$ cat config.mk
export PLATFORM = sky130hd
export DESIGN_NAME = ram_datos_arbiter
export DESIGN_NICKNAME = d
export VERILOG_FILES = /design/src/rtl/ram_datos_arbiter.sv
export SDC_FILE = /design/constraint.sdc
export NUM_CORES = 1
export LEC_CHECK = 0
export CORE_MARGIN = 4
export CORE_UTILIZATION = 55
export DETAILED_ROUTE_END_ITERATION = 8
export DONT_BUFFER_PORTS = 1
export PLACE_DENSITY = 0.72
export SETUP_SLACK_MARGIN = 0.15
export SYNTH_ARGS = -nofsm -noshare
export SYNTH_HDL_FRONTEND = slang
export SYNTH_SLANG_ARGS = --single-unit
$ cat constraint.sdc
create_clock -name Clock -period 2.3 [get_ports Clock]
set_input_delay 0.46 -clock Clock [delete_from_list [all_inputs] [get_ports Clock]]
set_output_delay 0.46 -clock Clock [all_outputs]
set_load 0.05 [all_outputs]
$ cat src/rtl/ram_datos_arbiter.sv
// ram_datos_arbiter
//
// Round-robin arbiter and access sequencer between two requesters (A: CPU
// data port, B: loader/DMA port) and a 1024x8 single-read-port data RAM.
// One transaction is in flight at a time; each runs IDLE -> ACCESS -> SETTLE
// -> DONE -> IDLE, so the RAM sees one access per four cycles at most.
//
// Ports
//   Clock, Reset            system clock, asynchronous active-low reset
//   iReqX/iWeX/iAddrX/iDataX request, write flag, address, write data (X=A,B)
//   oAckX                   one-cycle completion pulse in DONE
//   oRdDataX                last word read by port X (held until next read)
//   oBusy                   high whenever the sequencer is not in IDLE
//   oMemEnable, oWriteDataEnable, oReadDataAddress, oWriteDataAddress,
//   oDataMemIn              registered RAM-side drive
//   iDataMemOut             RAM read data
//   oDbgState               current sequencer state (IDLE=0, ACCESS=1,
//                           SETTLE=2, DONE=3)
//
// Handshake: a requester raises iReqX with iWeX/iAddrX/iDataX stable and keeps
// them until oAckX pulses; fields are captured only at the grant edge. iReqX
// must be low in the cycle after oAckX, otherwise it counts as a new request.

module ram_datos_arbiter #(
    parameter int DATA_WIDTH = 8,
    parameter int ADDR_WIDTH = 10
) (
    input  logic                  Clock,
    input  logic                  Reset,
    input  logic                  iReqA,
    input  logic                  iReqB,
    input  logic                  iWeA,
    input  logic                  iWeB,
    input  logic [ADDR_WIDTH-1:0] iAddrA,
    input  logic [ADDR_WIDTH-1:0] iAddrB,
    input  logic [DATA_WIDTH-1:0] iDataA,
    input  logic [DATA_WIDTH-1:0] iDataB,
    output logic                  oAckA,
    output logic                  oAckB,
    output logic [DATA_WIDTH-1:0] oRdDataA,
    output logic [DATA_WIDTH-1:0] oRdDataB,
    output logic                  oBusy,
    output logic                  oMemEnable,
    output logic                  oWriteDataEnable,
    output logic [ADDR_WIDTH-1:0] oReadDataAddress,
    output logic [ADDR_WIDTH-1:0] oWriteDataAddress,
    output logic [DATA_WIDTH-1:0] oDataMemIn,
    input  logic [DATA_WIDTH-1:0] iDataMemOut,
    output logic [1:0]            oDbgState
);

    typedef enum logic [1:0] {
        IDLE   = 2'd0,
        ACCESS = 2'd1,
        SETTLE = 2'd2,
        DONE   = 2'd3
    } state_t;

    state_t                state_q;
    logic                  sel_b_q;   // winner of the current transaction
    logic                  we_q;
    logic                  last_b_q;  // 1 = B was granted last, so A wins a tie
    logic                  mem_en_q;
    logic                  wde_q;
    logic                  ack_a_q;
    logic                  ack_b_q;
    logic [ADDR_WIDTH-1:0] addr_q;
    logic [DATA_WIDTH-1:0] wdata_q;
    logic [DATA_WIDTH-1:0] rd_a_q;
    logic [DATA_WIDTH-1:0] rd_b_q;

    logic                  grant_d;
    logic                  sel_b_d;
    logic                  we_d;
    logic [ADDR_WIDTH-1:0] addr_d;
    logic [DATA_WIDTH-1:0] data_d;

    // B wins when it is the only requester, or on a tie when A went last.
    always_comb begin
        grant_d = iReqA | iReqB;
        sel_b_d = iReqB & (~iReqA | ~last_b_q);
        we_d    = sel_b_d ? iWeB   : iWeA;
        addr_d  = sel_b_d ? iAddrB : iAddrA;
        data_d  = sel_b_d ? iDataB : iDataA;
    end

    always_ff @(posedge Clock or negedge Reset) begin
        if (!Reset) begin
            state_q  <= IDLE;
            sel_b_q  <= 1'b0;
            we_q     <= 1'b0;
            last_b_q <= 1'b1;
            mem_en_q <= 1'b0;
            wde_q    <= 1'b0;
            ack_a_q  <= 1'b0;
            ack_b_q  <= 1'b0;
            addr_q   <= '0;
            wdata_q  <= '0;
            rd_a_q   <= '0;
            rd_b_q   <= '0;
        end else begin
            ack_a_q <= 1'b0;
            ack_b_q <= 1'b0;
            case (state_q)
                IDLE: begin
                    mem_en_q <= 1'b0;
                    wde_q    <= 1'b0;
                    if (grant_d) begin
                        // ACCESS-cycle RAM drive is loaded at the grant edge.
                        sel_b_q  <= sel_b_d;
                        we_q     <= we_d;
                        addr_q   <= addr_d;
                        wdata_q  <= data_d;
                        mem_en_q <= 1'b1;
                        wde_q    <= we_d;
                        state_q  <= ACCESS;
                    end
                end
                ACCESS: begin
                    // Dropping the write enable refreshes the RAM read port.
                    wde_q   <= 1'b0;
                    state_q <= SETTLE;
                end
                SETTLE: begin
                    mem_en_q <= 1'b0;
                    if (!we_q) begin
                        if (sel_b_q) rd_b_q <= iDataMemOut;
                        else         rd_a_q <= iDataMemOut;
                    end
                    ack_a_q  <= ~sel_b_q;
                    ack_b_q  <= sel_b_q;
                    last_b_q <= sel_b_q;
                    state_q  <= DONE;
                end
                DONE: begin
                    state_q <= IDLE;
                end
                default: begin
                    state_q <= IDLE;
                end
            endcase
        end
    end

    assign oAckA             = ack_a_q;
    assign oAckB             = ack_b_q;
    assign oRdDataA          = rd_a_q;
    assign oRdDataB          = rd_b_q;
    assign oBusy             = (state_q != IDLE);
    assign oMemEnable        = mem_en_q;
    assign oWriteDataEnable  = wde_q;
    assign oReadDataAddress  = addr_q;
    assign oWriteDataAddress = addr_q;
    assign oDataMemIn        = wdata_q;
    assign oDbgState         = state_q;

endmodule

### After elaboration in Yosys (flattened, before gate mapping)

Cells that the tools add are included.

| word-level totals | value |
|---|---|
| register bits after elaboration | 43 |
| latch bits | 0 |
| bits in writable memories | 0 |
| ROM bits | 0 |
| bits of input ports | 50 |
| output and inout port bits | 51 |
| logic and storage cells | 41 |
| memories | 0 |

| cells by class | value |
|---|---|
| add/sub/neg operators | 0 |
| multipliers | 0 |
| div/mod/pow operators | 0 |
| magnitude comparators | 0 |
| equal/unequal tests | 4 |
| shifts and indexed selects | 0 |
| multiplexer cells | 11 |
| bitwise operators | 7 |
| reduce and logical (&&, ||, !) cells | 7 |

Operators by type and width:

| cell | number |
|---|---|
| $mux W10 | 1 |
| $mux W8 | 1 |
| $pmux W2 S4 | 1 |
| $reduce_and A3 Y1 | 2 |
| $reduce_bool A2 Y1 | 3 |
| $mux W1 | 5 |
| $eq A2 B2 Y1 const B | 2 |
| $not A1 Y1 | 4 |
| $pmux W1 S2 | 2 |
| $eq A2 B1 Y1 const B | 1 |
| $logic_not A2 Y1 | 1 |
| $mux W2 | 1 |
| $ne A2 B2 Y1 const B | 1 |
| $or A1 B1 Y1 | 2 |
| $reduce_and A2 Y1 | 1 |
| $and A1 B1 Y1 | 1 |

### Depth between registers and ports, before layout

Gate-level depths: netlist of run 1.

| logic depth | value |
|---|---|
| word-level depth | 6 |
| gate-level depth with buffers | 6 |
| depth with buffers taken out | 5 |

### Worst setup path after synthesis of run 1

Ideal clock, no wire load.

| timing path | value |
|---|---|
| path type | register to register |
| start | reg state_q[0], in the netlist oDbgState[0] |
| end | reg rd_a_q[0], in the netlist oRdDataA[0] |
| library setup time | 0.125 ns |
| arrival time | 1.738 ns |
| required time | 2.175 ns |
| setup slack | 0.437 ns |
| cell stages (with the launch flop) | 7 |
| path buffers | 1 |
| period minus slack after synthesis | 1.863 ns |
| path through | dfrtp_1 -> inv_1 -> ha_1 -> nor2b_4 -> and2_1 -> buf_6 -> mux2_4 |

| on the way | value |
|---|---|
| longest elaborated chain between the ends | 2 |

Ends and longest elaborated chain:

| what | RTL line | source |
|---|---|---|
| start, declared | 59 | `state_t state_q;` |
| start signal, assigned | 89 | `state_q <= IDLE;` |
| start signal, assigned | 116 | `state_q <= ACCESS;` |
| start signal, assigned | 122 | `state_q <= SETTLE;` |
| $eq A2 B2 Y1 | 104 | `case (state_q)` |
| $reduce_and A3 Y1 (no line) | -- |  |
| end signal, assigned | 128 | `else rd_a_q <= iDataMemOut;` |
| end, declared | 69 | `logic [DATA_WIDTH-1:0] rd_a_q;` |

No other way between the ends.
A chain may end at the register's enable or synchronous reset.

### Worst setup path in the final report of run 1

Ends and elaborated chain as after synthesis.

==> results of run 1 <==
-- layer usage --
metal | share of wire | global-route usage | routed length, um
met1 | 0.37 | 0.2103 | 1463
met3 | 0.10 | 0.06656 | 417
met2 | 0.51 | 0.3098 | 2032
met5 | 0 | 0 | 0
met4 | 0.020 | 0.08354 | 78
-- layout make-up --
type                    instances  area (um2)
inverters                       4       15.01
well taps                      46       57.56
clock inverters                 2       60.06
multi-input cells              96       748.2
clock buffers                   6       41.29
repair buffers                 15       127.6
flip-flops and latches         43        1077
fillers                       269        1262
-- cell usage in the layout, fill, tap and decap left out --
cell type,count
inv_2,1
nor2_1,3
o21ai_0,1
clkbuf_1,1
dlygate4sd3_1,1
nand2_1,22
mux2_4,8
buf_4,13
a31oi_1,1
clkbuf_4,5
dfstp_2,1
nand2_2,1
a211oi_1,2
ha_1,3
a21oi_1,1
o21ai_1,18
a21bo_2,1
o21ai_2,1
a221oi_2,1
a222oi_1,1
nor2b_4,1
bufinv_16,2
and2_1,3
buf_12,1
mux2i_1,18
mux2_1,5
mux2_2,5
dfrtp_1,42
inv_1,3
-- critical path, stage by stage (launching register included) --
cell	delay, ps
dfrtp_1	400
inv_1	110
ha_1	250
nor2b_4	170
and2_1	470
mux2_4	350
-- metrics by stage --
stage / area [um2] / hold slack (ps) / instances / setup WS, ps / utilization
6_report: 2127 / 244.3 / 212 / 443.7 / 0.6275
5_1_grt: 2127 / 226.0 / 212 / 351.3 / 0.6275
4_1_cts: 2127 / 224.5 / 212 / 424.4 / 0.6275
3_5_place_dp: 1996 / 165.8 / 202 / 437.9 / 0.5888
3_3_place_gp: 1996 / 165.6 / 202 / 559.7 / 0.5888
2_1_floorplan: 1958 / 164.4 / 160 / 437.4 / -
-- registers in the layout (all words and copies together) (netlist names), 2 cells and up --
register,cells
oDataMemIn,8
oDbgState,2
oRdDataA,8
oRdDataB,8
oReadDataAddress,10
-- cells by family (layout without fill, tap and decap cells) --
| logic type | after synthesis | in the layout | synth area share |
|---|---|---|---|
| muxes | 36 | 36 | 0.2109 |
| and+or+nand+nor | 30 | 30 | 0.06773 |
| AOI/OAI and AO/OA | 27 | 27 | 0.08242 |
| DFF | 43 | 43 | 0.5502 |
| buffers and inverters | 21 | 27 | 0.06964 |
| adders and majority gates | 3 | 3 | 0.01917 |
-- worst min-delay path by stage --
stage                   start                   to  slack [ps]  cells past startpoint
6_report       iDataMemOut[2]          oRdDataB[2]         240                      1
2_1_floorplan           Reset                oAckA         160                      0
3_5_place_dp            Reset  oReadDataAddress[3]         170                      0
5_1_grt        iDataMemOut[2]          oRdDataB[2]         230                      1
4_1_cts        iDataMemOut[2]          oRdDataB[2]         220                      1
3_3_place_gp            Reset  oReadDataAddress[1]         170                      0
-- cells in the mapped netlist, drive strengths merged --
cell,n
a211oi,2
a21bo,1
a21oi,1
a221oi,1
a222oi,1
a31oi,1
and2,3
buf,14
clkbuf,3
dfrtp,42
dfstp,1
ha,3
inv,4
mux2,18
mux2i,18
nand2,23
nor2,3
nor2b,1
o21ai,20
==> flow_summary.yaml, run 1 <==
status:
  outcome: "finished clean"
flow_run:
  maxCapViolCount: 0
clock_network:
  htreeDepth: 2
  cts-root-buf: "clkbuf_4"
  cts_hold_buf: 2
  insertion_delay_ps: 330
  cts-resized-gates: 0
  clockBufferDepth: 2
  cts_tree: "built"
  cts_buffers: 5
  clk_pin_slew_ps: 120
  post-cts-setup-buffers: 0
  clock_sinks: 43
finish:
  num_antenna_cells: 0
  syn_to_final_growth_pct: 8.626
  nets: 218
  final_layout_size_suffix_gt1_frac: 0.2470
sta:
  rsz0062_at_grt: "no"
  maxSlewViolCount: 0
  worstMarginPinSlew_ps: 836.2
  setup_violations: 0
  period_minus_slack_ps: 1856
  tns_ps: 0
  max_freq_mhz: 538.7
  slew_headroom: 0.4425
  period_share: 0.8071
  fin_skew_ps: 7.329
  hold_viol: 0
synthesis:
  ys_types: 26
  synth_area_leaders: "dfrtp_1, mux2i_1, mux2_4"
  synth_seq_cells: 43
  yosys_warnings: 0
  seq_area_frac_synth: 0.5502
  synth_top_area_share: 0.5367
  synth.net_count: 213
  syn_inst: 160
  avgSynthCellArea_um2: 12.24
  syn-cell-area_mm2: 0.001958
  yosysTopAreaCell: "dfrtp_1"
placed_design:
  gp_congestion: 0.8361
  dp_hpwl_mm: 2.963
  io_buffers: 0
setup_path:
  r2r.worst_path.cells: 5
  crit_end: "oRdDataA[0]"
  r2r_slack_ps: 440
  cp-end-kind: "flip-flop"
  worstSetupStartpointType: "flip-flop"
  path_class: "flip-flop to flip-flop"
  worstPathMaxFanout: 8
  reg2reg_from: "oDbgState[0]"
  startpoint: "oDbgState[0]"
  cp.required_ps: 2530
  reg2reg_to: "oRdDataA[0]"
  cp.arrival_ps: 2090
global_route:
  gr-usage-all-layers: 0.1851
  overflow: 0
  grt_pass1_vias: 1248
  grt_antenna_before_repair: 0
  grt_max_degree: 44
  grt_pass1_wl_mm: 6.154
drt:
  wl_per_cell_um: 18.83
  via_per_inst: 5.618
  drt_pass1_iterations: 4
  vias: 1191
  drc: 0
  totalWireLength_mm: 3.992
  drtAntennaViolNets: 0
  drtIter0Drc: 54
floorplanning:
  die_x_um: 67.67
  start_util: 0.5777
  pin_count: 101
  dieArea_mm2: 0.004579
  fp.dieH_um: 67.67
  num_rows: 21
  fp.coreArea_mm2: 0.003390
min_path:
  min_path_type: "input pin to flip-flop"
Power of run 1 is not shown: default switching activity piles up to over one toggle a cycle in this logic, so the estimate is an artifact.
==> inputs of run 2 (changes only) <==
==> constraint.sdc (replaced) <==
create_clock -name Clock -period 1.75 [get_ports Clock]
set_input_delay 0.35 -clock Clock [delete_from_list [all_inputs] [get_ports Clock]]
set_output_delay 0.35 -clock Clock [all_outputs]
set_load 0.05 [all_outputs]
==> run 2 against run 1 <==
Effect of this change: flip-flop and latch count unchanged; global-route usage decreased by 0.98 points; critical path depth decreased by 1; via count increased by 0.17%; sequential share of layout area decreased by 2.1 points; final area increased by 4.8%; die area unchanged; worst setup slack got worse by 320 ps; worst hold slack got worse by 120 ps; register-to-register slack got worse by 190 ps.
==> flow_summary.yaml, run 2 (same netlist as run 1, synthesis figures left out) <==
status:
  outcome: "finished clean"
clock_network:
  cts-root-buf: "clkbuf_4"
  clock_sinks: 43
  insertion_delay_ps: 360
  clockBufferDepth: 2
  clk_pin_slew_ps: 130
  cts_tree: "built"
  cts_buffers: 5
  htreeDepth: 2
global_route:
  gr-usage-all-layers: 0.1753
  grt_max_degree: 44
  grt_pass1_vias: 1239
  grt_pass1_wl_mm: 5.782
  overflow: 0
  grt_antenna_before_repair: 0
sta:
  period_minus_slack_ps: 1627
  tns_ps: 0
  fin_skew_ps: 15.03
  rsz0062_at_grt: "yes"
  hold_viol: 0
  setup_violations: 0
  slew_headroom: 0.6609
  fin_hold_ws_ps: 122.4
  maxSlewViolCount: 0
  period_share: 0.9299
  max_freq_mhz: 614.5
  worstMarginPinSlew_ps: 508.7
placed_design:
  dp_hpwl_mm: 2.848
  gp_congestion: 0.8496
  io_buffers: 0
floorplanning:
  die_x_um: 67.67
  start_util: 0.5777
  fp.dieH_um: 67.67
  dieArea_mm2: 0.004579
  pin_count: 101
  fp.coreArea_mm2: 0.003390
  num_rows: 21
finish:
  largest_reg_flops: 10
  mostFrequentLayoutCells: "dfrtp_1, nand2_1, buf_4"
  nets: 225
  syn_to_final_growth_pct: 13.80
  final_common_cell: "dfrtp_1"
  final_layout_size_suffix_gt1_frac: 0.3237
  num_antenna_cells: 0
min_path:
  min_path_type: "input pin to flip-flop"
setup_path:
  r2r_slack_ps: 250
  crit_end: "oBusy"
  cp.required_ps: 1400
  worstPathMaxFanout: 5
  worstSetupStartpointType: "flip-flop"
  cp.arrival_ps: 1280
  startpoint: "oDbgState[1]"
  path_class: "flip-flop to output port"
  reg2reg_to: "oRdDataA[3]"
  reg2reg_from: "oDbgState[0]"
  cp-end-kind: "output port"
  r2r.worst_path.cells: 5
drt:
  via_per_inst: 5.447
  drt_pass1_iterations: 4
  totalWireLength_mm: 3.770
  drtIter0Drc: 52
  wl_per_cell_um: 17.21
  vias: 1193
  drtAntennaViolNets: 0
  drc: 0
flow_run:
  maxCapViolCount: 0
-- run 2: cell types whose count changed in the layout (fill, tap and decap cells not counted), sizes merged --
cell,change
buf,+7
-- run 2: worst min path at each step --
stage,from,endpoint,slack [ps],cells after the start
after detailed placement,Reset,oReadDataAddress[5],60,0
after floorplan,Reset,oAckA,50,0
final,iDataMemOut[7],oRdDataB[7],120,1
after CTS,iDataMemOut[2],oRdDataB[2],100,1
after global placement,Reset,oReadDataAddress[5],60,0
after global routing,iDataMemOut[5],oRdDataA[5],110,1
-- run 2: stage by stage --
stage	instance area (um2)	std cells	worst slack, ps	utilization
floorplan	1976	160	150.2	-
global placement	2056	206	317.4	0.6065
detailed placement	2056	206	268.1	0.6065
CTS	2201	216	52.03	0.6493
global route	2228	219	88.50	0.6574
finish	2228	219	122.6	0.6574
-- run 2: layer usage --
| layer | vias to the layer above | wire (um) | global-route usage | part of all wire |
|---|---|---|---|---|
| li1 | 563 | - | - | - |
| met1 | 552 | 1431 | 0.2148 | 0.38 |
| met2 | 67 | 1819 | 0.2661 | 0.48 |
| met3 | 11 | 425 | 0.06656 | 0.11 |
| met4 | 0 | 93 | 0.09367 | 0.025 |
| met5 | - | 0 | 0 | 0 |
-- run 2: critical path, stage by stage, from the launching register on --
cell     delay [ps]
dfrtp_2         460
inv_2           100
ha_4            170
inv_4            50
buf_12          140
-- run 2: cell type report --
class / count / area (um2)
clock inverter: 2 / 60.06
inverter: 4 / 20.02
fill: 257 / 1161
tap: 46 / 57.56
clock buffer: 6 / 41.29
multi-input combinational: 96 / 775.7
sequential: 43 / 1081
timing repair buffer: 22 / 192.7
-- run 2: timing repair --
action                                  4_1_cts  5_1_grt
buffers inserted                              0        3
hold endpoints to repair                     43        0
gates resized for setup                       3        3
endpoints found under the setup margin        2        1
gates cloned                                  0        0
pin swaps                                     0        1
hold buffers                                  2        0
Power of run 2 is left out for the same reason.
